File: src/rtl/runner_up_change_reporter.sv
// runner_up_change_reporter
// Watches the runner-up value from the second-largest tracker and logs a
// {value, timestamp} event whenever it changes. Events queue in a small FIFO
// and drain to the reporting fabric. The upstream stream cannot be stalled,
// so events arriving at a full FIFO are dropped and counted.
//
// Output handshake: out_valid is high whenever the FIFO holds an event, and
// out_value/out_stamp then show the head event. A head event is consumed at
// a posedge where out_valid && out_ready. While out_valid=1 and out_ready=0
// the head event stays unchanged. out_ready is ignored while out_valid=0.
// out_valid never depends combinationally on out_ready.
module runner_up_change_reporter #(
    parameter int DATA_WIDTH  = 32,
    parameter int STAMP_WIDTH = 16,
    parameter int DEPTH       = 4,
    parameter int DROP_WIDTH  = 8
) (
    input  logic                   clk,
    input  logic                   resetn,
    input  logic [DATA_WIDTH-1:0]  din,
    input  logic                   out_ready,
    output logic                   out_valid,
    output logic [DATA_WIDTH-1:0]  out_value,
    output logic [STAMP_WIDTH-1:0] out_stamp,
    output logic [$clog2(DEPTH):0] out_level,
    output logic                   overflow,
    output logic [DROP_WIDTH-1:0]  drop_count
);

    localparam int AW = $clog2(DEPTH);
    localparam int LW = AW + 1;

    logic [DATA_WIDTH-1:0]  prev;
    logic [STAMP_WIDTH-1:0] stamp;
    logic [DATA_WIDTH-1:0]  mem_value [DEPTH];
    logic [STAMP_WIDTH-1:0] mem_stamp [DEPTH];
    logic [AW-1:0]          wr_ptr;
    logic [AW-1:0]          rd_ptr;
    logic [LW-1:0]          level;

    logic change;
    logic empty;
    logic full;
    logic pop;
    logic push;
    logic drop;

    // Change detect and FIFO control. A pop in the same cycle frees a slot,
    // so a full FIFO still accepts the push when the head is being consumed.
    always_comb begin
        change = (din != prev);
        empty  = (level == '0);
        full   = (level == LW'(DEPTH));
        pop    = !empty && out_ready;
        push   = change && (!full || pop);
        drop   = change && full && !pop;
    end

    // Previous-value register and free-running wrapping timestamp.
    always_ff @(posedge clk) begin
        if (!resetn) begin
            prev  <= '0;
            stamp <= '0;
        end else begin
            prev  <= din;
            stamp <= stamp + STAMP_WIDTH'(1);
        end
    end

    // Event storage; contents only matter at occupied slots, so no reset.
    always_ff @(posedge clk) begin
        if (resetn && push) begin
            mem_value[wr_ptr] <= din;
            mem_stamp[wr_ptr] <= stamp;
        end
    end

    // Pointers and occupancy; level tracks push-only/pop-only edges.
    always_ff @(posedge clk) begin
        if (!resetn) begin
            wr_ptr <= '0;
            rd_ptr <= '0;
            level  <= '0;
        end else begin
            if (push) wr_ptr <= wr_ptr + AW'(1);
            if (pop)  rd_ptr <= rd_ptr + AW'(1);
            case ({push, pop})
                2'b10:   level <= level + LW'(1);
                2'b01:   level <= level - LW'(1);
                default: level <= level;
            endcase
        end
    end

    // Sticky overflow flag and saturating dropped-event counter.
    always_ff @(posedge clk) begin
        if (!resetn) begin
            overflow   <= 1'b0;
            drop_count <= '0;
        end else if (drop) begin
            overflow <= 1'b1;
            if (drop_count != {DROP_WIDTH{1'b1}})
                drop_count <= drop_count + DROP_WIDTH'(1);
        end
    end

    // Head event straight from storage; forced to zero while empty.
    always_comb begin
        out_valid = !empty;
        out_level = level;
        out_value = empty ? '0 : mem_value[rd_ptr];
        out_stamp = empty ? '0 : mem_stamp[rd_ptr];
    end

endmodule

File: config.mk
export PLATFORM = sky130hd
export DESIGN_NAME = runner_up_change_reporter
export DESIGN_NICKNAME = d
export VERILOG_FILES = /design/src/rtl/runner_up_change_reporter.sv
export SDC_FILE = /design/constraint.sdc
export NUM_CORES = 1
export LEC_CHECK = 0
export CORE_MARGIN = 5
export CORE_UTILIZATION = 45
export DETAILED_ROUTE_END_ITERATION = 10
export PLACE_DENSITY = 0.65
export SLEW_MARGIN = 20
export SYNTH_ARGS = -nofsm -noshare
export SYNTH_HDL_FRONTEND = slang
export SYNTH_SLANG_ARGS = --single-unit
export TNS_END_PERCENT = 1
File: constraint.sdc
create_clock -name clk -period 3.9 [get_ports clk]
set_clock_uncertainty 0.1 [all_clocks]
set_input_delay 0.585 -clock clk [delete_from_list [all_inputs] [get_ports clk]]
set_output_delay 0.585 -clock clk [all_outputs]
set_load 0.02 [all_outputs]
==> qor.yml <==
run_status: "complete, no violations"
grt_pass1_wl_mm: 31.5
power_leakage_nw: 4.17
portBuffers: 95
clkTransAtPathRegs_ns: 0.06
final-setup-viol-count: 0
multi_input_area_um2: 2830
fin_tns_setup_ns: 0
seq_area_um2: 7090
grt_use_total_pct: 15.4
antenna_found_initial: 1
io_pins: 96
area_growth_syn_to_layout_pct: 21.9
grt_overflow_total: 0
grt_pass1_vias: 5605
postLayoutCellArea_um2: 12200
end_kind: "output port"
drt_pass1_iterations: 4
async_flop_share_pct: 0
final.fill_count: 1747
max_stage_delay_ns: 0.60
min_path_cells: 2
cts.sinks: 258
synth_edf_count: 192
final_core_util_pct: 55.9
crit_fanout: 18
cp_top_family: "buffers and inverters"
dp_hpwl_mm: 11.9
startpoint_type: "register"
avgViaCountPerCell: 5.17
hold_start: "resetn"
netlist_instances: 591
fp.dieW_um: 159
ir_drop_v: 0.000302
p_comb_share_pct: 27.1
path_buf_inv: 2
fin_total_pwr_mw: 7.81
ys_seq_area_share_pct: 70.6
clk_path_buf_depth: 3
ys_ff_latch: 258
met2_usage_pct: 26.0
synth_ff_type: "edfxtp_1"
rsz0062_at_grt: "no"
rr_endpoint: "mem_value[1][26]"
antenna_cells: 0
drv_cap: 0
cts_hold_buf: 0
synth.area.top_cells: "edfxtp_1, dfxtp_1, mux4_2"
drv_slew: 0
yosysWarnings: 0
finalCriticalPeriod_ns: 3.47
seqPwrFrac_pct: 42.0
grt_max_degree: 52
core_um2: 21900
required_ns: 3.21
nNetsFinal: 743
ant_nets: 0
timing.critical_path.cells: "buf_4 -> mux4_2 -> and2_1 -> clkdlybuf4s50_1"
vias: 5173
busiest_layer: "met2"
yosysTopAreaCell: "edfxtp_1"
die_h_um: 159
cts_buffers: 25
reg2reg_slack_ns: 1.27
drc: 0
synth_nets: 633
grt_util_met3_pct: 3.05
drtIter0Drc: 201
final_layout_size_suffix_gt1_share_pct: 15.4
hold_end: "prev[28]"
max_freq_mhz: 288
worstSetupPathType: "reg -> out"
clockPowerShare_pct: 30.9
cts_setup_buffers: 0
gp_congestion: 0.747
synthDistinctLibCells: 37
sw_frac_of_total_pct: 27.4
start_util_pct: 45.8
hold_path.class: "in -> reg"
cts_tree: "yes"
row_count: 54
hold_viol: 0
switchingPower_mw: 2.14
synth_top_cell_area_share_pct: 57.4
power.density_nw_per_um2: 638
drt_wl_total_mm: 19.4
cts_root_buffer: "clkbuf_16"
htreeDepth: 1
crit_arrival_ns: 2.79
period_share_pct: 89.1
tightest_slew_ns: 0.782
relSlewSlack_pct: 47.6
p_int_mw: 5.67
detail_route.wl_per_cell_um: 19.4
postSynthAreaPerCell_um2: 17.0
cts_resized: 0
clock_latency_ns: 0.53
reg2regPathDepth: 6
r2r-start: "prev[3]"
grtUsageMet1_pct: 20.7
cp_slowest_cell: "dfxtp_4"
dieArea_um2: 25400
placed_cell_area_um2: 11400
syn_area_um2: 10000
==> worst max path at each step <==
stage / end / slack [ns] / depth (start not counted)
after floorplan: mem_stamp[0][0] / 0.89 / 5
after global placement: mem_value[3][11] / 0.44 / 7
after detailed placement: mem_value[1][10] / 0.41 / 7
after CTS: out_stamp[9] / 0.34 / 4
after global routing: out_stamp[9] / 0.28 / 4
final: out_stamp[9] / 0.43 / 4
==> cell usage after synthesis (2+ instances only) <==
library cell  number
mux2i_1            9
inv_1              6
mux4_2            48
clkbuf_1          16
nand4_1           16
a21o_1             2
ha_1               6
nor4_4             2
dfxtp_1           66
and2_1            83
buf_2              5
nand2_1           18
xor2_1            10
edfxtp_1         192
nor2_1            26
nand2b_1           4
xnor2_1           39
and3_1            16
nand3_1            7
a21oi_1            3
==> worst register-to-register path: stages, from the launching register on <==
cell and delay (ns):
dfxtp_1 0.31, xnor2_1 0.20, nand4_1 0.21, nor4_4 0.50, a21boi_1 0.24, and3_2 0.50
buf_12 0.28
==> power by group through the flow <==
stage	Sequential, mW	Clock, mW	Combinational, mW
2_1_floorplan	3.29	0	1.27
3_3_place_gp	3.33	0	2.15
3_5_place_dp	3.34	0	2.17
4_1_cts	3.29	2.47	2.18
5_1_grt	3.30	2.59	2.28
6_report	3.28	2.41	2.12
==> layout make-up <==
| type | count | area share, % |
|---|---|---|
| Inverter | 7 | 0.215 |
| Sequential cell | 258 | 58.0 |
| Timing Repair Buffer | 106 | 9.02 |
| Clock inverter | 15 | 1.21 |
| Clock buffer | 31 | 5.62 |
| Tap cell | 280 | 2.86 |
| Multi-Input combinational cell | 303 | 23.1 |
==> stage by stage <==
| stage | hold slack, ns | setup slack (ns) | std cells |
|---|---|---|---|
| after floorplan | 0.349 | 0.893 | 591 |
| after global placement | 0.370 | 0.438 | 954 |
| after detailed placement | 0.394 | 0.408 | 954 |
| after CTS | 0.272 | 0.341 | 1000 |
| after global routing | 0.316 | 0.282 | 1000 |
| final | 0.304 | 0.427 | 1000 |
==> cells in the final DEF, fill, tap and decap left out, types with 2 or more instances in the layout <==
cell type and n:
a21o_1 2, a21oi_1 3, and2_1 83, and3_1 12
and3_2 4, buf_12 6, buf_4 5, bufinv_16 3
clkbuf_1 2, clkbuf_16 25, clkbuf_8 4, clkdlybuf4s50_1 94
clkinv_1 6, clkinv_2 6, dfxtp_1 64, edfxtp_1 192
ha_1 6, inv_1 6, mux2i_1 9, mux4_2 48
nand2_1 18, nand2b_1 4, nand3_1 7, nand4_1 16
nor2_1 26, nor4_4 2, xnor2_1 39, xor2_1 10
==> registers in the layout (all words and copies together) (netlist names), named ones only <==
name,flops
out_level,3
mem_stamp,64
drop_count,8
wr_ptr,2
stamp,16
overflow,1
prev,32
rd_ptr,2
mem_value,128
==> per-layer routing <==
layer  vias to the layer above  wire length (um)
met5                         -                13
met4                         2               360
met2                        94              9710
met3                        28               850
li1                       2433                 -
met1                      2616              8460
==> cell families (layout without fill, tap and decap cells) <==
group	count (synthesis)	after routing	synth area share (%)
XOR/XNOR	49	49	4.28
AO/OA/AOI/OAI	11	11	0.748
flip-flops	258	258	70.6
buffers and inverters	30	159	1.26
multiplexers	58	58	11.8
adder cells (fa/ha/maj)	7	7	0.948
AND/OR/NAND/NOR	178	178	10.3
No activity file was read; power rests on OpenSTA's default activity.
